$ cat config.mk
export PLATFORM = sky130hd
export DESIGN_NAME = vector_load_gather
export DESIGN_NICKNAME = d
export VERILOG_FILES = /design/src/rtl/vector_load_gather.sv
export SDC_FILE = /design/constraint.sdc
export NUM_CORES = 1
export LEC_CHECK = 0
export CORE_MARGIN = 1.5
export CORE_UTILIZATION = 43
export CTS_CLUSTER_SIZE = 20
export DETAILED_ROUTE_END_ITERATION = 6
export PLACE_DENSITY = 0.8
export SYNTH_ARGS = -nofsm -noshare
export SYNTH_HDL_FRONTEND = slang
export SYNTH_SLANG_ARGS = --single-unit
$ cat constraint.sdc
create_clock -name clk -period 2.5 [get_ports clk]
set_input_delay 0.5 -clock clk [delete_from_list [all_inputs] [get_ports clk]]
set_output_delay 0.5 -clock clk [all_outputs]
set_load 0.005 [all_outputs]
$ cat src/rtl/vector_load_gather.sv
// Memory-stage load gather: one word per cycle from a 1-cycle-latency read port into a V-bit vector.
// Optional macro DMEM_BOUNDS_CHECK_EN suppresses and flags lanes whose address is >= SIZE.
module vector_load_gather #(
    parameter int S    = 32,
    parameter int V    = 192,
    parameter int SIZE = 30000
) (
    input  logic         clk,
    input  logic         rst_n,
    input  logic         req_valid,
    output logic         req_ready,
    input  logic [S-1:0] req_addr,
    input  logic         req_isVector,
    output logic         mem_en,
    output logic [S-1:0] mem_addr,
    input  logic [S-1:0] mem_rdata,
    output logic         rsp_valid,
    input  logic         rsp_ready,
    output logic [V-1:0] rsp_data,
    output logic         busy,
    output logic         err
);

    localparam int LANES  = V / S;
    localparam int LANE_W = $clog2(LANES);

    typedef enum logic [1:0] {IDLE, ISSUE, WAIT, RESP} state_t;

    state_t             state, state_next;
    logic [S-1:0]       base;
    logic               is_vec;
    logic [LANE_W-1:0]  idx;
    logic [LANE_W-1:0]  last_idx;
    logic [LANE_W-1:0]  cap_lane;
    logic               cap_valid;
    logic               cap_skip;
    logic               err_q;
    logic               oob;
    logic [S-1:0]       issue_addr;

    assign last_idx   = is_vec ? LANE_W'(LANES - 1) : '0;
    assign issue_addr = base + {{(S-LANE_W){1'b0}}, idx};

`ifdef DMEM_BOUNDS_CHECK_EN
    localparam logic [S:0] SIZE_EXT = (S+1)'(SIZE);
    logic [S:0] lane_addr_ext;
    // Unwrapped address: a lane that wraps past 2^S is out of range, not aliased to low memory.
    assign lane_addr_ext = {1'b0, base} + {{(S+1-LANE_W){1'b0}}, idx};
    assign oob           = (state == ISSUE) && (lane_addr_ext >= SIZE_EXT);
`else
    assign oob = 1'b0;
`endif

    assign err = err_q && (state == RESP);

    // NOTE: sequential state uses non-blocking assignments so every register samples pre-edge values.
    always_ff @(posedge clk or negedge rst_n) begin
        if (!rst_n) begin
            state <= IDLE;
        end else begin
            state <= state_next;
        end
    end

    // NOTE: every output of this block is given a default first so no path infers a latch.
    always_comb begin
        state_next = state;
        req_ready  = 1'b0;
        busy       = 1'b1;
        rsp_valid  = 1'b0;
        mem_en     = 1'b0;
        mem_addr   = '0;
        case (state)
            IDLE: begin
                req_ready = 1'b1;
                busy      = 1'b0;
                if (req_valid) state_next = ISSUE;
            end
            ISSUE: begin
                mem_en   = !oob;
                mem_addr = issue_addr;
                if (idx == last_idx) state_next = WAIT;
            end
            WAIT: state_next = RESP;
            RESP: begin
                rsp_valid = 1'b1;
                if (rsp_ready) state_next = IDLE;
            end
            default: state_next = IDLE;
        endcase
    end

    // NOTE: rsp_data is a plain register bank, so it is reset; an aborted transfer must not leak lanes.
    always_ff @(posedge clk or negedge rst_n) begin
        if (!rst_n) begin
            base      <= '0;
            is_vec    <= 1'b0;
            idx       <= '0;
            cap_lane  <= '0;
            cap_valid <= 1'b0;
            cap_skip  <= 1'b0;
            err_q     <= 1'b0;
            rsp_data  <= '0;
        end else begin
            cap_valid <= 1'b0;
            case (state)
                IDLE: begin
                    if (req_valid) begin
                        base     <= req_addr;
                        is_vec   <= req_isVector;
                        idx      <= '0;
                        err_q    <= 1'b0;
                        rsp_data <= '0;
                    end
                end
                ISSUE: begin
                    idx       <= idx + 1'b1;
                    cap_valid <= 1'b1;
                    cap_lane  <= idx;
                    cap_skip  <= oob;
                    if (oob) err_q <= 1'b1;
                end
                RESP: begin
                    if (rsp_ready) err_q <= 1'b0;
                end
                default: ;
            endcase

            // Read data for the slot issued last cycle lands now; suppressed slots stay zero.
            if (cap_valid && !cap_skip) begin
                for (int i = 0; i < LANES; i++) begin
                    if (cap_lane == LANE_W'(i)) rsp_data[i*S +: S] <= mem_rdata;
                end
            end
        end
    end

endmodule

After elaboration in Yosys (flattened, before gate mapping)
Index checks and enable logic that the tools add are counted.

word-level totals
  register bits after elaboration = 235
  bits of input ports = 69
  word-level logic and storage cells = 55
  output and inout bits = 229

cells by class
  eq/ne operators = 12
  add/subtract/negate cells = 2
  reduce and logical (&&, ||, !) cells = 9
  muxes and demuxes = 24

operators with widths
  kind                                           number
  two-way mux 192 bit                            3
  two-way mux 32 bit                             7
  adder 32 x 3 -> 32 bit                         1
  one-hot mux 2 bit (4 select lines)             1
  == test 3 x 2 -> 1 bit, second input constant  2
  == test 3 bit, second input constant           2
  two-way mux 1 bit                              6
  two-way mux 2 bit                              3
  two-way mux 3 bit                              2
  != test 2 bit, second input constant           3
  one-hot mux 3 bit (2 select lines)             1
  AND reduction 3 bit                            2
  == test 2 bit, second input constant           2
  AND reduction 2 bit                            2
  nonzero test 2 bit                             2
  adder 3 x 1 -> 3 bit, second input constant    1
  == test 3 x 1 -> 1 bit, second input constant  1
  == test 3 bit                                  1
  zero test 3 bit                                1
  == test 2 x 1 -> 1 bit, second input constant  1
  zero test 2 bit                                1
  one-hot mux 1 bit (2 select lines)             1
  logical AND 1 bit                              1

Depth between registers and ports, before layout
  depth in word-level cells = 4
  depth in mapped cells = 8
  gate-level depth less buffers = 7

Worst setup path before layout
No wires, ideal clock.

  path kind = register to output
  start = register idx[0]
  end = output port mem_addr[20]
  required time = 2000 ps
  buffers on the path = 0
  setup slack = -172 ps
  data arrival time = 2172 ps
  stages on the path, launching flop included = 8
  cells stage by stage = dfrtp_1 ha_1 inv_1 fa_1 and2b_1 o21ai_1 or4_1 a21oi_1

between the ends
  longest elaborated chain between the ends = 2

RTL lines
  item                    RTL line  text
  from (decl)             32        logic [LANE_W-1:0] idx;
  from (signal assigned)  117       idx <= idx + 1'b1;
  adder 32 x 3 -> 32 bit  42        assign issue_addr = base + {{(S-LANE_W){1'b0}}, idx};
  two-way mux 32 bit      73        case (state)
  to (decl)               15        output logic [S-1:0] mem_addr,

Every way passes these cells.

Final worst setup path
  start = register idx[0]
  end = output port mem_addr[26]

Same word-level chain as after synthesis.

==> metrics list <==
- STA classifies the critical path endpoint as a primary output.
- Clock latency on the worst-skew pair: ~0.52 ns
- Dividing the detail-routed wire length by the instance count gives 18.21 µm.
- After synthesis, flip-flops and latches occupy 57.57% of the total area.
- The tree is rooted in a sky130_fd_sc_hd__clkbuf_16.
- TritonCTS Sinks: about 230
- In the layout the commonest cells are sky130_fd_sc_hd__nand2_1 (398), sky130_fd_sc_hd__clkdlybuf4s50_1 (264), sky130_fd_sc_hd__dfrtp_1 (234).
- Fraction of registers with async set/reset: between 90% and 100%
- TritonCTS built the clock tree.
- The first global-routing pass estimated 50.27 mm of wire.
* Number of failing setup endpoints in the final timing report: 30
* Maximum buffer depth of the clock tree: 3
* Cells traversed along the worst timing path: ha_2, inv_2, fa_2, and2b_2, o2111ai_4, buf_6, or4_4, a21oi_2, buf_2
- Layout area overhead: 52.91%
- Area of the core: between 0.02 and 0.025 mm²
- Total met3 wirelength after detailed routing: 2.915 mm
* Leading cell type in the layout, fill and taps excluded: sky130_fd_sc_hd__nand2_1
- EDFF count, synth: 0
- Static timing analysis puts the maximum clock frequency at approximately 0.30 GHz.
* Critical Path Start: idx[0]
- The synthesized netlist occupies a cell area of 0.01017 mm².
- Die X: 156.8 µm
* Avg Synthesized Cell Area: 9.196 µm²
- In this design, the stage delay of the slowest critical-path cell is 0.48 ns.
- Pin count of the biggest net entering global routing: 106
- The max-slew violation total from the final report is 0.
- Synthesis handed over a netlist of 1106 instances.
* Rel. slew slack: 56.07%
* Hold Path Class: reg -> reg
- Worst setup margin: -0.8240 ns
- Power comes to 18.82 mW.
- During synthesis, Yosys emitted a total of 0 warnings.
* DP Wirelength: 20.80 mm
- Count of cell types in the netlist: 52
* Crit Path Class: reg -> out
* Final setup TNS: -19.42 ns
- Crit path launch type: register
- Of all nets on the critical path, the largest fanout is 4.
- DRT iter0 DRCs: 566
* Total wirelength of the detailed-routed design: 32.98 mm
- Count of port buffers added during placement: 296
* Hold violation total from the final report: 0
- Fin crit share: 133.0%
- In the global route stage, overall resource usage came out at between 20% and 30%.
* Leakage: 6.593 nW
* Fraction of final layout cells with drive strength greater than 1: approximately a fifth
- Dominant register cell in the synthesized netlist: sky130_fd_sc_hd__dfrtp_1
* Data arrival at the endpoint of the critical path: 2.82 ns
* Routability-driven placement congestion ratio: 0.8369
- Power per Cell Area: approximately 1200 mW/mm²
- Counting the buffers created by CTS gives 26.
* Initial standard-cell utilization of the core: between 40% and 50%
* Clk slew on worst S/H paths: 0.07 ns
- In this run the remaining antenna-violating nets after routing total 0.
- The final reports fail on negative setup slack.
* Antenna violations before repair: 1
* Overall overflow remaining after global route: 0
- After detailed routing, the number of remaining DRC violations is 0.
- Die height: 156.8 µm
- Beginning of the worst register-to-register path: state[0]
- Required time worst endpoint: 2.00 ns
* Start point of the worst hold path: base[31]
* MaxCap Viol Count: 0
* Number of nets in the synthesized netlist: about 1.2k
- In this run the number of H-tree levels came out at 1.
* Detailed Routing Iterations Pass 1: 6
- At the pin with the least slew margin, the transition time is 0.6590 ns.
- Final setup skew: between 0.008 and 0.009 ns
- The floorplan step defined a die boundary enclosing 0.02458 mm².
* Met2 routed WL: between 15 and 20 mm
- Row count: 56
- After detailed placement, the design holds a cell count of 1728.
- The routed design could run at a clock period as short as 3.324 ns.
- Total number of nets in the final design: 1549
* RSZ-0062 raised after global routing: yes
- Outcome: complete, but fails checks
- In the routed layout, each cell is associated on average with a via count of 5.303.
- VDD sags by at most ~0.00062 V.
- Slowest cell on crit path: sky130_fd_sc_hd__or4_4
* Top Metal Used: met4
* Vias in the first global route: roughly 9.4k
* Flop and latch count out of synthesis: 234
* Met1 wire length: around 13 mm
- For this design the top-level I/O count stands at slightly below 300.
- The count of cells in the finished layout, fillers not included, comes to 1811.
- Total vias in the final route: just under 10k
critical path, delay by kind of cell, from the launching register on:
kind / cells / cell delay, ns
buffers and inverters: 3 / 0.33
AO/OA/AOI/OAI: 2 / 0.30
flip-flops: 1 / 0.37
AND/OR/NAND/NOR: 2 / 0.78
adder cells (fa/ha/maj): 2 / 0.53
stage by stage:
| step | cell area, µm² | setup WS (ns) | hold slack [ns] | utilization (%) |
|---|---|---|---|---|
| 2_1_floorplan | 10200 | -0.07372 | 0.2044 | - |
| 3_3_place_gp | 14030 | -0.5637 | 0.4955 | 60.14 |
| 3_5_place_dp | 14030 | -0.5881 | 0.5110 | 60.14 |
| 4_1_cts | 15320 | -0.8266 | 0.5254 | 65.66 |
| 5_1_grt | 15550 | -0.9178 | 0.5417 | 66.66 |
| 6_report | 15550 | -0.8240 | 0.5228 | 66.66 |
metal layers:
layer,global-route usage [%],vias to the layer above
met2,42.44,391
li1,-,4422
met1,31.74,4704
met3,7.726,87
met5,0,-
met4,11.43,0
area by class of cell:
| class | count | area, µm² |
|---|---|---|
| inverters | 15 | 60.06 |
| clock buffers | 29 | 681.9 |
| repair buffers | 409 | 3905 |
| fillers | 1761 | 7780 |
| diodes | 1 | 2.502 |
| flip-flops and latches | 234 | 5856 |
| multi-input cells | 785 | 4410 |
| clock inverters | 19 | 237.7 |
| well taps | 319 | 399.1 |
final timing paths:
path	slack, ns	endpoint	cells after the start
hold reg to reg	0.52	base[31]	1
max in group asynchronous	1.20	rsp_data[122]	3
setup reg to reg	0.53	rsp_data[18]	7
setup / recovery	-0.82	mem_addr[26]	9
min in group asynchronous	0.56	rsp_data[4]	2
hold / removal	0.52	base[31]	1
synthesized netlist by cell type, types with 2 or more instances:
cell type / instances / area share [%]
sky130_fd_sc_hd__a21oi_1: 23 / 1.1
sky130_fd_sc_hd__o211ai_1: 3 / 0.22
sky130_fd_sc_hd__dfrtp_1: 234 / 58
sky130_fd_sc_hd__buf_2: 4 / 0.20
sky130_fd_sc_hd__o21ai_0: 204 / 10
sky130_fd_sc_hd__and4_1: 2 / 0.17
sky130_fd_sc_hd__o31ai_1: 10 / 0.74
sky130_fd_sc_hd__nor4_1: 2 / 0.12
sky130_fd_sc_hd__buf_1: 6 / 0.22
sky130_fd_sc_hd__or3_1: 7 / 0.43
sky130_fd_sc_hd__and3_1: 3 / 0.18
sky130_fd_sc_hd__nand2b_1: 5 / 0.31
sky130_fd_sc_hd__a211oi_1: 2 / 0.15
sky130_fd_sc_hd__nor3_2: 3 / 0.30
sky130_fd_sc_hd__and4_4: 2 / 0.22
sky130_fd_sc_hd__nand4_1: 6 / 0.37
sky130_fd_sc_hd__ha_1: 8 / 0.98
sky130_fd_sc_hd__inv_1: 15 / 0.55
sky130_fd_sc_hd__clkbuf_1: 60 / 2.2
sky130_fd_sc_hd__xor2_1: 6 / 0.52
sky130_fd_sc_hd__nand2_1: 399 / 15
sky130_fd_sc_hd__o41ai_1: 3 / 0.26
sky130_fd_sc_hd__or4b_1: 3 / 0.30
sky130_fd_sc_hd__or4_1: 10 / 0.74
sky130_fd_sc_hd__nand3_1: 9 / 0.44
sky130_fd_sc_hd__nor3_1: 2 / 0.098
sky130_fd_sc_hd__xnor2_1: 2 / 0.17
sky130_fd_sc_hd__nor2_1: 14 / 0.52
sky130_fd_sc_hd__and2_1: 2 / 0.12
sky130_fd_sc_hd__mux2_2: 35 / 3.9
what timing repair did:
item                       CTS  global route
setup endpoints to repair   32            32
hold endpoints to repair     7             0
gates cloned                 0             0
hold buffers                 1             0
buffers inserted            26            15
pin swaps                   45            34
gates resized for setup    184            45
state kept, by name (all words and copies together) (netlist names):
name / cells
base: 32
cap_lane: 3
cap_valid: 1
idx: 3
is_vec: 1
rsp_data: 192
state: 2
power by group:
part | total [mW] | internal [mW] | switching [mW]
clock network | 4.04 | 2.40 | 1.63
logic | 8.42 | 4.52 | 3.90
registers | 6.35 | 5.36 | 0.995
logic make-up after synthesis:
family / count (synthesis) / synth area share [%]
and+or+nand+nor: 475 / 19.67
AOI/OAI and AO/OA: 256 / 13.51
DFF: 234 / 57.57
buffers and inverters: 87 / 3.371
muxes: 36 / 3.973
adders and majority gates: 9 / 1.181
xor gates and xnor gates: 8 / 0.6889
other: 1 / 0.03687
Power figures use the tool's default switching activity.
